$ cat src/rtl/dmem_bridge_pkg.sv
// Shared definitions for the data-memory bridge: access-size encodings,
// bridge FSM states and the alignment rule.
package dmem_bridge_pkg;

  localparam logic [1:0] SZ_WORD = 2'b00;
  localparam logic [1:0] SZ_HALF = 2'b01;
  localparam logic [1:0] SZ_BYTE = 2'b10;
  localparam logic [1:0] SZ_ILL  = 2'b11;

  typedef enum logic [1:0] {
    DM_IDLE,
    DM_ACCESS,
    DM_WAIT,
    DM_ACK
  } dm_state_t;

  // A request never reaches the SRAM if its size is illegal or its
  // address is not a multiple of the access size.
  function automatic logic size_misaligned(input logic [1:0] size,
                                           input logic [1:0] addr);
    logic bad;
    case (size)
      SZ_WORD: bad = (addr != 2'b00);
      SZ_HALF: bad = addr[0];
      SZ_BYTE: bad = 1'b0;
      default: bad = 1'b1;
    endcase
    return bad;
  endfunction

endpackage

$ cat src/rtl/dmem_bridge_lane.sv
// Byte-lane steering: byte enables, write-data replication, read-data
// alignment with zero extension, and misalignment detection.
module dmem_lane
  import dmem_bridge_pkg::*;
(
  input  logic [1:0]  addr,
  input  logic [1:0]  size,
  input  logic [31:0] wdata,
  input  logic [31:0] rdata,
  output logic [3:0]  be,
  output logic [31:0] wdata_rep,
  output logic [31:0] rdata_al,
  output logic        misalign
);

  // Lane selection for the current access size and low address bits.
  always_comb begin
    be        = '0;
    wdata_rep = '0;
    rdata_al  = '0;
    misalign  = size_misaligned(size, addr);
    case (size)
      SZ_WORD: begin
        be        = 4'b1111;
        wdata_rep = wdata;
        rdata_al  = rdata;
      end
      SZ_HALF: begin
        be        = addr[1] ? 4'b1100 : 4'b0011;
        wdata_rep = {2{wdata[15:0]}};
        rdata_al  = {16'h0000, (addr[1] ? rdata[31:16] : rdata[15:0])};
      end
      SZ_BYTE: begin
        be        = 4'b0001 << addr;
        wdata_rep = {4{wdata[7:0]}};
        case (addr)
          2'd0:    rdata_al = {24'h000000, rdata[7:0]};
          2'd1:    rdata_al = {24'h000000, rdata[15:8]};
          2'd2:    rdata_al = {24'h000000, rdata[23:16]};
          default: rdata_al = {24'h000000, rdata[31:24]};
        endcase
      end
      default: begin
        be        = '0;
        wdata_rep = '0;
        rdata_al  = '0;
      end
    endcase
  end

endmodule

$ cat src/rtl/dmem_bridge.sv
// Data-memory bridge between the core data port and a synchronous
// byte-enabled 32-bit SRAM, with configurable wait states.
module dmem_bridge
  import dmem_bridge_pkg::*;
#(
  parameter int unsigned WAIT_STATES = 0,
  parameter int unsigned ADDR_W      = 14
) (
  input  logic              clk,
  input  logic              rst,
  input  logic              MREQ,
  input  logic              WRITE,
  input  logic [1:0]        SIZE,
  input  logic [31:0]       DAD,
  input  logic [31:0]       ddt_wr,
  output logic [31:0]       ddt_rd,
  output logic              ACKD_n,
  output logic              err,
  output logic              sram_cs_n,
  output logic              sram_we_n,
  output logic [3:0]        sram_be,
  output logic [ADDR_W-1:0] sram_addr,
  output logic [31:0]       sram_wdata,
  input  logic [31:0]       sram_rdata
);

  localparam int unsigned CNT_W = (WAIT_STATES > 0) ? $clog2(WAIT_STATES + 1) : 1;
  localparam logic [CNT_W-1:0] WS_INIT = CNT_W'(WAIT_STATES);

  dm_state_t         state, state_nxt;
  logic [1:0]        req_addr;
  logic [1:0]        req_size;
  logic              req_write;
  logic [CNT_W-1:0]  wait_cnt;

  logic [1:0]        lane_addr;
  logic [1:0]        lane_size;
  logic [3:0]        lane_be;
  logic [31:0]       lane_wdata;
  logic [31:0]       lane_rdata;
  logic              lane_mis;

  logic              cs_n_d, we_n_d, ack_n_d, err_d;
  logic [3:0]        be_d;
  logic [ADDR_W-1:0] addr_d;
  logic [31:0]       wdata_d, rd_d;

  logic              dad_unused;
  assign dad_unused = ^DAD[31:ADDR_W+2];

  // In IDLE the lanes see the live request so the ACCESS-cycle strobes can
  // be registered on the sampling edge; afterwards they see the latched one.
  always_comb begin
    lane_addr = req_addr;
    lane_size = req_size;
    if (state == DM_IDLE) begin
      lane_addr = DAD[1:0];
      lane_size = SIZE;
    end
  end

  dmem_lane u_lane (
    .addr      (lane_addr),
    .size      (lane_size),
    .wdata     (ddt_wr),
    .rdata     (sram_rdata),
    .be        (lane_be),
    .wdata_rep (lane_wdata),
    .rdata_al  (lane_rdata),
    .misalign  (lane_mis)
  );

  // FSM state register.
  always_ff @(posedge clk or negedge rst) begin
    if (!rst) state <= DM_IDLE;
    else      state <= state_nxt;
  end

  // Next-state logic.
  always_comb begin
    state_nxt = state;
    case (state)
      DM_IDLE:   if (MREQ) state_nxt = lane_mis ? DM_ACK : DM_ACCESS;
      DM_ACCESS: state_nxt = DM_WAIT;
      DM_WAIT:   if (wait_cnt == '0) state_nxt = DM_ACK;
      DM_ACK:    state_nxt = DM_IDLE;
      default:   state_nxt = DM_IDLE;
    endcase
  end

  // Next values of the registered outputs, one cycle ahead of the state
  // they belong to.
  always_comb begin
    cs_n_d  = 1'b1;
    we_n_d  = 1'b1;
    be_d    = '0;
    addr_d  = sram_addr;
    wdata_d = sram_wdata;
    ack_n_d = 1'b1;
    err_d   = 1'b0;
    rd_d    = ddt_rd;
    case (state)
      DM_IDLE: begin
        if (MREQ) begin
          if (lane_mis) begin
            ack_n_d = 1'b0;
            err_d   = 1'b1;
            rd_d    = '0;
          end else begin
            cs_n_d  = 1'b0;
            we_n_d  = ~WRITE;
            be_d    = lane_be;
            addr_d  = DAD[ADDR_W+1:2];
            wdata_d = lane_wdata;
          end
        end
      end
      DM_WAIT: begin
        if (wait_cnt == '0) begin
          ack_n_d = 1'b0;
          if (!req_write) rd_d = lane_rdata;
        end
      end
      default: ;
    endcase
  end

  // Output registers; reset releases the SRAM strobes immediately.
  always_ff @(posedge clk or negedge rst) begin
    if (!rst) begin
      sram_cs_n  <= 1'b1;
      sram_we_n  <= 1'b1;
      sram_be    <= '0;
      sram_addr  <= '0;
      sram_wdata <= '0;
      ACKD_n     <= 1'b1;
      err        <= 1'b0;
      ddt_rd     <= '0;
    end else begin
      sram_cs_n  <= cs_n_d;
      sram_we_n  <= we_n_d;
      sram_be    <= be_d;
      sram_addr  <= addr_d;
      sram_wdata <= wdata_d;
      ACKD_n     <= ack_n_d;
      err        <= err_d;
      ddt_rd     <= rd_d;
    end
  end

  // Request latch and wait-state counter.
  always_ff @(posedge clk or negedge rst) begin
    if (!rst) begin
      req_addr  <= '0;
      req_size  <= SZ_WORD;
      req_write <= 1'b0;
      wait_cnt  <= '0;
    end else begin
      if (state == DM_IDLE && MREQ) begin
        req_addr  <= DAD[1:0];
        req_size  <= SIZE;
        req_write <= WRITE;
      end
      if (state == DM_ACCESS)
        wait_cnt <= WS_INIT;
      else if (state == DM_WAIT && wait_cnt != '0)
        wait_cnt <= wait_cnt - 1'b1;
    end
  end

endmodule

$ cat config.mk
export PLATFORM = sky130hd
export DESIGN_NAME = dmem_bridge
export DESIGN_NICKNAME = d
export VERILOG_FILES = /design/src/rtl/dmem_bridge_pkg.sv /design/src/rtl/dmem_bridge_lane.sv /design/src/rtl/dmem_bridge.sv
export SDC_FILE = /design/constraint.sdc
export NUM_CORES = 1
export LEC_CHECK = 0
export ABC_AREA = 1
export CORE_MARGIN = 4
export CORE_UTILIZATION = 49
export CTS_CLUSTER_SIZE = 12
export DETAILED_ROUTE_END_ITERATION = 12
export GPL_ROUTABILITY_DRIVEN = 1
export GPL_TIMING_DRIVEN = 0
export PLACE_DENSITY_LB_ADDON = 0.05
export SYNTH_ARGS = -nofsm -noshare
export SYNTH_HDL_FRONTEND = slang
export SYNTH_HIERARCHICAL = 1
export SYNTH_SLANG_ARGS = --single-unit
$ cat constraint.sdc
create_clock -name clk -period 5.9 [get_ports clk]
set_input_delay 1.18 -clock clk [delete_from_list [all_inputs] [get_ports clk]]
set_output_delay 1.18 -clock clk [all_outputs]
set_load 0.02 [all_outputs]
==> results.txt <==
Compound-Gate Fraction of Synth Area -> 8.45%
Via density -> 5.03
# fillers -> 880
Synth Area in Adders -> 0.716%
multiplexer share of the synthesized area -> 0%
Net Sw Frac -> 49.1%
fin crit share -> 58.6%
I/O pin cnt -> 188
Yosys top cell area share -> 43.4%
Worst EP required -> 6.21 ns
total chip power -> 4210 µW
Clock Tree Buf Depth -> 2
Worst Hold Depth -> 2
Die H -> 111 µm
post-CTS resize count -> 0
initial detailed-routing violation count -> 351
Fin Hold WS -> 0.479 ns
largest delay contributor family on the critical path -> buffers and inverters
die width -> 111 µm
Pint -> 2140 µW
Core Area -> 10400 µm²
sequential area share after synthesis -> 44.9%
routed wire length -> 16000 µm
vias in the first global route -> 5471
Reg area -> 2360 µm²
register share of total power -> 25.4%
Comb power frac -> 63.9%
GRT Total Usage -> 26.2%
syn_nets -> 855
clock share of power -> 10.6%
synthesized flop and latch total -> 94
crit path cell chain -> clkdlybuf4s50_1 -> inv_1 -> o21ai_0 -> buf_2 -> nor2_4 -> inv_1 -> buf_2 -> o21ai_0 -> inv_1 -> nand2_1 -> clkbuf_1 -> nand2_1 -> nand2_1
Hold Path Class -> flop to flop
dpl hpwl -> 12300 µm
synthesized cell area -> 5240 µm²
first-pass GRT wire length -> 26600 µm
Core Rows -> 37
Layout area overhead -> 40.2%
top cells by area, synth -> dfrtp_1 43%, nand2_1 22%, inv_1 8.3%
Ys Warns -> 6
minimum clock period -> 3.46 ns
Multi-input gate area -> 2220 µm²
Num CTS Buffers -> 9
Synth Area in Simple Gates -> 33.2%
Worst VDD drop -> 0.300 mV
GRT overflow -> 0
non-filler cells in the finished layout -> 1074
EDFF count, synth -> 0
Post-Synth XOR/XNOR Area -> 0%
CTS root buffer -> clkbuf_8
ant diodes -> 0
most frequent cells in the layout -> 301 x nand2_1, 170 x clkdlybuf4s50_1, 116 x inv_1
cell count after synthesis -> 750
initial antenna violation count -> 0
WL per Instance -> 14.9 µm
Initial Util -> 50.6%
Worst Clk Skew -> 0.0124 ns
Setup crit end kind -> flop
Psw -> 2070 µW
largest net degree at the start of global routing -> 71
1st-pass router iterations -> 7
CTS clk-pin slew, worst paths -> 0.09 ns
startpoint types -> primary input
vias -> 5407
Worst-Margin Slew -> 0.521 ns
H-Tree Depth -> 3
crit path buf inv count -> 7
Relative slew margins -> 64.9%
final net count -> 1038
RSZ-0062 raised after global routing -> no
Setup WS pre-CTS -> 2.12 ns
critical path type -> primary input to flop
max-cap viol count -> 0
combinational family with the most area after synthesis -> simple AND/OR/NAND/NOR gates
CP max stage delay -> 0.40 ns
CP Depth -> 13
die footprint -> 12400 µm²
Port Buffers -> 171
area leader, netlist -> dfrtp_1
DR DRC count -> 0
Mapped Avg Cell Area -> 6.99 µm²
ys async rst share -> 100%
status -> complete, no violations
Setup Fix Bufs, Post-CTS -> 0
Setup violations, final -> 0
Worst path slowest cell -> clkdlybuf4s50_1
Pins Over Slew Limit -> 0
Post-synth top flop -> dfrtp_1
Routability Congestion -> 0.996
PwrDens -> 573 nW/µm²
commonest non-fill, non-tap cell in the layout -> nand2_1
share of cells above drive strength 1 -> 6.93%
critical path data arrival time -> 3.77 ns
reg2reg path depth -> 15
Setup TNS Final -> 0 ns
Fmax -> 0.289 GHz
CP Max Fanout -> 10
Leak -> 0.00407 µW
CTS tree -> yes
placed instance count -> 1058
final hold violation count -> 0
clk_lat worst skew -> 0.38 ns
Synth cell types -> 20
Setup WS post-layout -> 2.44 ns
Clock Sinks -> 94
cts hold-fix bufs -> 0
antenna violation net count after detailed routing -> 0
## cell families (layout without fill, tap and decap cells)
logic type,count (synthesis),in the layout
adder cells (fa/ha/maj),3,3
AND/OR/NAND/NOR,426,426
AO/OA/AOI/OAI,68,68
buffers and inverters,159,347
flip-flops,94,94
## cell usage after synthesis, types with 4 or more instances
cell type / count
inv_1: 116
dfrtp_1: 91
o21ai_0: 27
nor2_1: 41
clkbuf_1: 6
o21bai_1: 32
buf_2: 27
buf_4: 4
nand2_1: 301
o211ai_1: 9
nand3_1: 76
## worst reg2reg max path: stages (launching register included)
cell	delay, ns
dfrtp_1	0.41
inv_1	0.11
ha_1	0.24
inv_2	0.12
nand2_1	0.07
o21ai_0	0.11
buf_2	0.23
nor2_4	0.23
inv_1	0.11
buf_2	0.20
o21ai_0	0.30
inv_1	0.16
nand2_1	0.22
clkbuf_1	0.38
nand2_1	0.11
nand2_1	0.09
## power by group through the flow
stage	Combinational, µW	Sequential [µW]	Clock (µW)
finish	2690	1070	447
global route	2960	1110	483
CTS	2690	1070	456
detailed placement	2670	1080	0
global placement	2620	1070	0
floorplan	1350	1380	0
## state kept, by name (all words and copies together), names as in the netlist, 2 cells and up
signal      flops
req_addr        2
sram_be         4
ddt_rd         32
req_size        2
sram_wdata     32
sram_addr      14
state           2
## path summary, 6_finish.rpt
path	from	end	slack [ns]
worst max-delay path	SIZE[1]	sram_wdata[13]	2.44
worst min-delay path	sram_wdata[28]	sram_wdata[28]	0.48
worst max register to register	state[0]	sram_wdata[13]	2.76
worst min register to register	sram_wdata[28]	sram_wdata[28]	0.48
max in group asynchronous	rst	sram_we_n	4.53
min in group asynchronous	rst	ddt_rd[15]	0.71
## metal layers
layer,vias to the layer above,global-route usage (%),part of all wire [%]
met4,0,9.41,2.7
met1,2474,31.4,39
met3,34,7.07,8.8
li1,2634,-,-
met2,265,45.5,49
met5,-,0,0
## final cells by class
| type | instances | area share, % |
|---|---|---|
| flip-flops and latches | 94 | 32.1 |
| multi-input cells | 497 | 30.2 |
| repair buffers | 172 | 23.6 |
| inverters | 119 | 6.08 |
| plain buffers | 40 | 3.01 |
| well taps | 136 | 2.32 |
| clock buffers | 10 | 1.74 |
| clock inverters | 6 | 0.971 |
## metrics by stage
step / area, µm² / util [%]
global placement: 7120 / 68.7
detailed placement: 7150 / 68.9
floorplan: 5240 / -
CTS: 7350 / 70.9
global route: 7350 / 70.9
finish: 7350 / 70.9
(Power assumes the default switching activity.)
